===== src/rtl/btn_debounce_pkg.sv =====
// Shared types and default constants for the button debounce front end.
package btn_debounce_pkg;

    typedef enum logic [1:0] {
        IDLE_LOW  = 2'd0,
        WAIT_HIGH = 2'd1,
        HELD_HIGH = 2'd2,
        WAIT_LOW  = 2'd3
    } state_t;

    localparam int STABLE_CYCLES_DEF = 50000;
    localparam int CNT_W_DEF         = 16;

endpackage


===== src/rtl/sync_2ff.sv =====
// Two-flop synchronizer for an asynchronous single-bit input; resets to 0.
module sync_2ff (
    input  logic clk,
    input  logic rst_n,
    input  logic d,
    output logic q
);

    logic meta_q;
    logic sync_q;

    always_ff @(posedge clk or negedge rst_n) begin
        if (!rst_n) begin
            meta_q <= 1'b0;
            sync_q <= 1'b0;
        end else begin
            meta_q <= d;
            sync_q <= meta_q;
        end
    end

    assign q = sync_q;

endmodule


===== src/rtl/btn_debounce_pulse.sv =====
// Debounces a raw button into a clean level plus one-cycle press (t_pulse) pulse.
// Define BTN_DEBOUNCE_FALL_PULSE_EN to also emit a one-cycle release pulse on t_fall.
module btn_debounce_pulse
    import btn_debounce_pkg::*;
#(
    parameter int STABLE_CYCLES = STABLE_CYCLES_DEF,
    parameter int CNT_W         = CNT_W_DEF
) (
    input  logic clk,
    input  logic rst_n,
    input  logic btn_raw,
    output logic btn_level,
    output logic t_pulse,
    output logic t_fall,
    output logic busy
);

    generate
        if (STABLE_CYCLES < 2) begin : g_chk_stable
            $error("btn_debounce_pulse: STABLE_CYCLES must be >= 2");
        end
        if (!((2 ** CNT_W) > STABLE_CYCLES)) begin : g_chk_width
            $error("btn_debounce_pulse: CNT_W too narrow for STABLE_CYCLES");
        end
    endgenerate

    localparam logic [CNT_W-1:0] CNT_LAST = CNT_W'(STABLE_CYCLES - 1);

    logic s;

    sync_2ff u_sync (
        .clk   (clk),
        .rst_n (rst_n),
        .d     (btn_raw),
        .q     (s)
    );

    state_t           state_q, state_d;
    logic [CNT_W-1:0] cnt_q, cnt_d;
    logic             level_q, level_d;
    logic             pulse_q, pulse_d;
    logic             fall_d;

    always_ff @(posedge clk or negedge rst_n) begin
        if (!rst_n) begin
            state_q <= IDLE_LOW;
            cnt_q   <= '0;
            level_q <= 1'b0;
            pulse_q <= 1'b0;
        end else begin
            state_q <= state_d;
            cnt_q   <= cnt_d;
            level_q <= level_d;
            pulse_q <= pulse_d;
        end
    end

    // Counter is cleared on every state change, so it never needs to wrap.
    always_comb begin
        state_d = state_q;
        cnt_d   = cnt_q;
        level_d = level_q;
        pulse_d = 1'b0;
        fall_d  = 1'b0;
        case (state_q)
            IDLE_LOW: begin
                if (s) begin
                    state_d = WAIT_HIGH;
                    cnt_d   = '0;
                end
            end
            WAIT_HIGH: begin
                if (!s) begin
                    state_d = IDLE_LOW;
                    cnt_d   = '0;
                end else if (cnt_q == CNT_LAST) begin
                    state_d = HELD_HIGH;
                    cnt_d   = '0;
                    level_d = 1'b1;
                    pulse_d = 1'b1;
                end else begin
                    cnt_d = cnt_q + 1'b1;
                end
            end
            HELD_HIGH: begin
                if (!s) begin
                    state_d = WAIT_LOW;
                    cnt_d   = '0;
                end
            end
            WAIT_LOW: begin
                if (s) begin
                    state_d = HELD_HIGH;
                    cnt_d   = '0;
                end else if (cnt_q == CNT_LAST) begin
                    state_d = IDLE_LOW;
                    cnt_d   = '0;
                    level_d = 1'b0;
                    fall_d  = 1'b1;
                end else begin
                    cnt_d = cnt_q + 1'b1;
                end
            end
            default: begin
                state_d = IDLE_LOW;
                cnt_d   = '0;
                level_d = 1'b0;
            end
        endcase
    end

`ifdef BTN_DEBOUNCE_FALL_PULSE_EN
    logic fall_q;

    always_ff @(posedge clk or negedge rst_n) begin
        if (!rst_n) begin
            fall_q <= 1'b0;
        end else begin
            fall_q <= fall_d;
        end
    end

    assign t_fall = fall_q;
`else
    logic unused_fall;
    assign unused_fall = fall_d;
    assign t_fall      = 1'b0;
`endif

    assign btn_level = level_q;
    assign t_pulse   = pulse_q;
    assign busy      = (state_q == WAIT_HIGH) || (state_q == WAIT_LOW);

endmodule


===== config.mk =====
export PLATFORM = sky130hd
export DESIGN_NAME = btn_debounce_pulse
export DESIGN_NICKNAME = d
export VERILOG_FILES = /design/src/rtl/btn_debounce_pkg.sv /design/src/rtl/sync_2ff.sv /design/src/rtl/btn_debounce_pulse.sv
export SDC_FILE = /design/constraint.sdc
export NUM_CORES = 1
export LEC_CHECK = 0
export ABC_AREA = 1
export CAP_MARGIN = 10
export CORE_ASPECT_RATIO = 0.75
export CORE_MARGIN = 4
export CORE_UTILIZATION = 58
export DETAILED_ROUTE_END_ITERATION = 10
export PLACE_DENSITY = 0.78
export SLEW_MARGIN = 25
export SYNTH_ARGS = -nofsm -noshare
export SYNTH_HDL_FRONTEND = slang
export SYNTH_HIERARCHICAL = 1
export SYNTH_SLANG_ARGS = --single-unit

===== constraint.sdc =====
create_clock -name clk -period 3.4 [get_ports clk]
set_clock_uncertainty 0.2 [all_clocks]
set_input_delay 1.02 -clock clk [delete_from_list [all_inputs] [get_ports clk]]
set_output_delay 1.02 -clock clk [all_outputs]
set_load 0.05 [all_outputs]

Word-level counts from Yosys, hierarchy flattened
Index checks and enable logic that the tools add are counted.

Bits of input ports: 3. Output and inout port bits: 4. Word-level logic and storage cells: 46. Flip-flop bits (word level): 22.

Add/subtract/negate cells: 1. Mux-type cells: 21. Equal/unequal tests: 12. Reductions and logical operators: 6.

Operators by type and width (count): $mux W16 (5); $pmux W16 S4 (1); $add A16 B1 Y16 const B (1); $eq A16 B16 Y1 const B (1); $mux W2 (6); $ne A2 B2 Y1 const B (4); $pmux W2 S4 (1); $mux W1 (7); $reduce_and A5 Y1 (1); $eq A2 B2 Y1 const B (2); $ne A2 B1 Y1 const B (2); $reduce_and A4 Y1 (1); $ne A3 B2 Y1 const B (1); $ne A3 B3 Y1 const B (1); $eq A2 B1 Y1 const B (1); $logic_not A2 Y1 (1); $pmux W1 S2 (1); $reduce_and A2 Y1 (1); $reduce_bool A2 Y1 (1); $logic_or A1 B1 Y1 (1).

Logic depth before layout (Yosys ltp)
Gate-level depths: netlist of the first run.

Depth after elaboration: 4. Gate-level depth with buffers: 10.

By module
The synthesis of the first run kept the hierarchy.

Modules (own cells, without submodules): btn_debounce_pulse (area an instance 1206.2 um2, cells each 166, times used 1); sync_2ff (area an instance 50.0 um2, cells each 2, times used 1).

Worst setup path before layout of the first run
Ideal clock, no wire load.

Path kind: register to output. From: register state_q[0]. To: output busy. Cell stages (with the launch flop): 2. Data arrival time: 0.792 ns. Slack: 1.388 ns. Path through: dfrtp_1 -> clkbuf_1.

Word-level cells in the longest chain between the ends: 2.

RTL lines: from (decl) (RTL line btn_debounce_pulse.sv:38) `state_t state_q, state_d;`; from (signal assigned) (RTL line btn_debounce_pulse.sv:51) `state_q <= state_d;`; $eq A2 B1 Y1 or $eq A2 B2 Y1 (tied branches) (RTL line btn_debounce_pulse.sv:132) `assign busy = (state_q == WAIT_HIGH) || (state_q == WAIT_LOW);`; $logic_or A1 B1 Y1 (*) (RTL line btn_debounce_pulse.sv:132); to (decl) (RTL line btn_debounce_pulse.sv:15) `output logic busy`.

Mark *: on every way between the ends. The rest lies on a longest branch, timed or not.

Worst setup path in the final report of the first run
Same ends and word-level chain as after synthesis.

==> results of run 1 <==
-- Yosys cell counts (2+ instances only) --
library cell  instances
xor2_1                3
inv_1                22
nand2_2               5
nand2_1              41
nand4_1               6
dfrtp_1              22
nand3_1              14
nor2_4                2
nor2_1               22
nor3_1                4
nor2_2                2
a21oi_1               8
o21ai_0               3
-- area by class of cell --
type	instances	area share, %
well taps	24	2.22
multi-input cells	119	44.0
clock buffers	3	1.67
flip-flops and latches	22	40.8
repair buffers	6	4.26
inverters	24	7.04
-- stage by stage --
step           hold slack (ps)  cells  instance area (um2)  util (%)  setup slack [ps]
3_5_place_dp               136    195                 1330      65.3              1030
3_3_place_gp               131    195                 1330      65.3              1040
5_1_grt                    166    198                 1350      66.4               617
4_1_cts                    164    198                 1350      66.4               678
2_1_floorplan              131    168                 1260         -              1390
6_report                   162    198                 1350      66.4               689
-- logic make-up (layout without fill, tap and decap cells) --
family                     Yosys count  after routing  synth area share (%)
AOI/OAI and AO/OA                   14             14                  6.08
xor gates and xnor gates             3              3                  2.09
adders and majority gates            1              1                 0.996
buffers and inverters               27             33                  8.86
DFF                                 22             22                  43.8
other                                1              1                 0.299
and+or+nand+nor                    100            100                  37.8
-- flip-flops by register name (all words and copies together) (netlist names), named ones only --
signal,flops
t_pulse,1
cnt_q,16
state_q,1
btn_level,1
u_sync/meta_q,1
u_sync/q,1
-- layer usage --
metal / share of wire, % / up-vias
met5: 0 / -
met4: 1.3 / 0
met3: 7.7 / 7
met2: 46 / 44
met1: 44 / 513
li1: - / 540
-- power breakdown --
group	internal, W	leakage (nW)	switching, W	total [W]
sequential	0.000288	0.296	0.0000299	0.000318
combinational	0.0000681	0.343	0.000182	0.000250
clock	0.0000414	0.0138	0.0000736	0.000115
total	0.000397	0.652	0.000285	0.000683
-- how the worst max path moves through the flow --
stage	depth (start not counted)	slack, ps	start	to
after global placement	1	1040	state_q[0]	busy
after global routing	1	620	state_q[0]	busy
after CTS	1	680	state_q[0]	busy
after detailed placement	1	1030	state_q[0]	busy
after floorplan	1	1390	state_q[0]	busy
final	1	690	state_q[0]	busy
==> reports/metrics.yaml, run 1 <==
max_stage_delay_ps: 810
whs_endpoint: "u_sync/q"
slew_violations: 0
yosys_warnings: 6
rows: 14
grt_max_degree: 23
dieArea_um2: 2980
min_period_ps: 2710
yosys.cell_types.count: 27
relSlewSlack_pct: 66.6
rrSetupSlack_ps: 1430
syn-cell-area_um2: 1260
layout_common_cells: "nand2_1 (41), nor2_1 (22), inv_1 (22), dfrtp_1 (22), nand3_1 (14)"
p_per_area_nw_per_um2: 506
p_total_w: 0.000683
synth.top_cells.by_area: "dfrtp_1 (44%), nand2_1 (12%), inv_1 (6.6%)"
routedWlPerCell_um: 12.8
worstSkewPairLatency_ps: 310
cts_setup_buffers: 0
critPathMaxFanout: 3
synth_top_area_share_pct: 43.8
via_count: 1104
path_clk_slew_ps: 110
syn_to_final_growth_pct: 7.47
portBuffers: 5
final_common_cell: "nand2_1"
rsz0062_at_grt: "false"
finalSetupViolCount: 0
finalHoldViolations: 0
critPathCaptureType: "primary output"
grtUsageMet1_pct: 28.9
slowest_stage: "clkdlybuf4s50_1"
regArea_um2: 551
drive_above_1_share_pct: 10.9
routed_wl_um: 2540
antennaDiodeCount: 0
synthArstFlopShare_pct: 100
worstPathArrival_ps: 1490
crit_type: "register to primary output"
first_iter_violations: 71
cts_resized: 0
viasPerCell: 5.58
grt_pass1_wl_um: 4750
synth_top_area_cell: "dfrtp_1"
cts.sinks: 22
drc: 0
grtUsageTotal_pct: 21.0
dp_hpwl_um: 1930
holdPathStages: 0
grt_pass1_vias: 1110
status: "complete, no violations"
reg2reg_from: "cnt_q[0]"
setup_tns_ps: 0
crit_path_cell_trace: "clkdlybuf4s50_1"
worstSetupStartpointType: "register"
synth-main-ff-cell: "dfrtp_1"
max_freq_ghz: 0.369
gp_congestion: 0.828
htreeDepth: 1
hold_buffers: 0
multiInputGateArea_um2: 594
use_met2_pct: 32.2
firstDrtPassIters: 4
fin_crit_sh_pct: 79.7
start_util_pct: 61.8
core_um2: 2030
worstRegToRegCells: 8
path_buf_inv: 1
synth_edf_count: 0
hold_start: "u_sync/meta_q"
critical-path-top-delay-family: "buffers and inverters"
cts_tree: "done"
fp.dieW_um: 61.7
synth-seq-area-share_pct: 43.8
nNetsFinal: 180
vdd_ir_drop_max_uv: 565
required_ps: 2180
clockRootBuffer: "clkbuf_4"
netlist_instances: 168
ctsLongestPathBuffers: 2
worst_pin_slew_ps: 499
min_path_type: "register to register"
leakage_nw: 0.652
pin_count: 7
syn-num-nets: 172
grt-ovfl-total: 0
fillers: 167
cts_buffers: 3
ys_ff_latch: 22
grt.met3_usage_pct: 5.05
maxCapViolCount: 0
r2r_end: "cnt_q[11]"
busiest_layer: "met2"
antenna_left: 0
antenna_found_initial: 0
avgSynthCellArea_um2: 7.48
die_h_um: 48.3
No activity file was read; power rests on OpenSTA's default activity.
==> run 2, diff against run 1 <==
- clock period: 3.4 -> 2.7 ns (I/O delays scaled with it)
==> reports/metrics.yaml, run 2 (synthesis gave the netlist of run 1 again) <==
status: "complete, no violations"  # unchanged
cts.sinks: 22  # unchanged
pre_cts_slack_ps: 526  # was 1030 ps
worstSkewPairLatency_ps: 320  # was 310 ps
critPathCaptureType: "primary output"  # unchanged
cts_buffers: 3  # unchanged
portBuffers: 5  # unchanged
crit_path_cell_trace: "clkdlybuf4s50_1"  # unchanged
worstSetupStartpointType: "register"  # unchanged
vdd_ir_drop_max_uv: 529  # was 565 uV
crit_type: "register to primary output"  # unchanged
min_period_ps: 2530
ctsLongestPathBuffers: 2  # unchanged
setup_tns_ps: 0  # unchanged
pin_count: 7  # unchanged
worst_pin_slew_ps: 499  # about the same
rsz0062_at_grt: "false"  # unchanged
largest-register: "cnt_q"  # unchanged
p_per_area_nw_per_um2: 659  # was 506 nW/um2
gp_congestion: 0.875  # was 0.828
antenna_left: 0  # unchanged
routedWlPerCell_um: 13.1  # was 12.8 um
worstRegToRegCells: 7  # was 8
grt_pass1_wl_um: 4420  # was 4750 um
max_freq_ghz: 0.395
final_common_cell: "nand2_1"  # unchanged
fin_crit_sh_pct: 93.8
critPathMaxFanout: 3  # unchanged
relSlewSlack_pct: 66.6  # about the same
path_buf_inv: 1  # unchanged
holdPathStages: 0  # unchanged
path_clk_slew_ps: 130  # was 110 ps
largest_reg_flops: 16  # unchanged
fillers: 168  # was 167
first_iter_violations: 79  # was 71
viasPerCell: 5.51  # was 5.58
start_util_pct: 61.8  # unchanged
clockRootBuffer: "clkbuf_4"  # unchanged
nNetsFinal: 180  # unchanged
cts_resized: 0  # unchanged
cts_tree: "done"  # unchanged
core_um2: 2030  # unchanged
finalSetupViolCount: 0  # unchanged
final_util_pct: 67.1  # was 66.4%
dieArea_um2: 2980  # unchanged
worstSetupPathDepth: 1  # unchanged
grt-ovfl-total: 0  # unchanged
htreeDepth: 1  # unchanged
dp_hpwl_um: 1940  # was 1930 um
required_ps: 1690  # was 2180 ps
max_stage_delay_ps: 810  # about the same
regArea_um2: 551  # unchanged
min_path_type: "register to register"  # unchanged
holdWs_ps: 166  # was 162 ps
slowest_stage: "clkdlybuf4s50_1"  # unchanged
critical-path-top-delay-family: "buffers and inverters"  # unchanged
setup_ws_ps: 167  # was 689 ps
hold_buffers: 0  # unchanged
layout_common_cells: "nand2_1 (41), nor2_1 (22), inv_1 (22), dfrtp_1 (22), nand3_1 (14)"  # unchanged
maxCapViolCount: 0  # unchanged
rows: 14  # unchanged
syn_to_final_growth_pct: 8.57  # was 7.47%
grt_pass1_vias: 1007  # was 1110
antenna_found_initial: 0  # unchanged
final_area_um2: 1360  # was 1350 um2
leakage_nw: 0.659  # was 0.652 nW
antennaDiodeCount: 0  # unchanged
grtUsageTotal_pct: 19.3  # was 21.0%
drc: 0  # unchanged
fp.dieW_um: 61.7  # unchanged
die_h_um: 48.3  # unchanged
slew_violations: 0  # unchanged
multiInputGateArea_um2: 594  # unchanged
cts_setup_buffers: 0  # unchanged
grt_max_degree: 23  # unchanged
worstPathArrival_ps: 1520  # was 1490 ps
firstDrtPassIters: 5  # was 4
via_count: 1097  # was 1104
drive_above_1_share_pct: 11.4  # was 10.9%
place_area_um2: 1330  # unchanged
finalHoldViolations: 0  # unchanged
routed_wl_um: 2620  # was 2540 um
==> run 2: changes by cell type in the layout (fill, tap and decap cells not counted), sizes merged <==
cell / previous run / this run
clkbuf: 3 / 4
==> run 2: report_power, final <==
| part | switching (W) | leakage, nW | total, W | internal [W] |
|---|---|---|---|---|
| clock | 0.000105 | 0.0210 | 0.000187 | 0.0000825 |
| combinational | 0.000223 | 0.343 | 0.000309 | 0.0000854 |
| sequential | 0.0000397 | 0.296 | 0.000402 | 0.000363 |
==> run 2: stage by stage <==
stage          cells  total power, W
4_1_cts          199        0.000900
6_report         199        0.000898
3_3_place_gp     195        0.000703
2_1_floorplan    168        0.000635
5_1_grt          199        0.000955
3_5_place_dp     195        0.000716
==> run 2: cell type report <==
cell class	count	area share (%)
inverter	24	6.97
timing repair buffer	6	4.22
multi-input combinational	119	43.6
sequential	22	40.4
clock buffer	4	2.66
tap	24	2.20
==> run 2: final timing paths <==
path | start | end | slack, ps
worst max-delay path | state_q[0] | busy | 170
worst min-delay path | u_sync/meta_q | u_sync/q | 170
worst max register to register | cnt_q[0] | register | 790
worst min register to register | u_sync/meta_q | u_sync/q | 170
max in group asynchronous | rst_n | cnt_q[12] | 1460
min in group asynchronous | rst_n | state_q[0] | 620
==> run 2: routing by layer <==
layer	GRT usage (%)	vias up	share of wire (%)	wire (um)
met4	2.83	0	1.4	36
met1	26.4	495	43	1120
met2	31.0	54	46	1210
li1	-	542	-	-
met3	5.32	6	9.3	244
met5	0	-	0	0
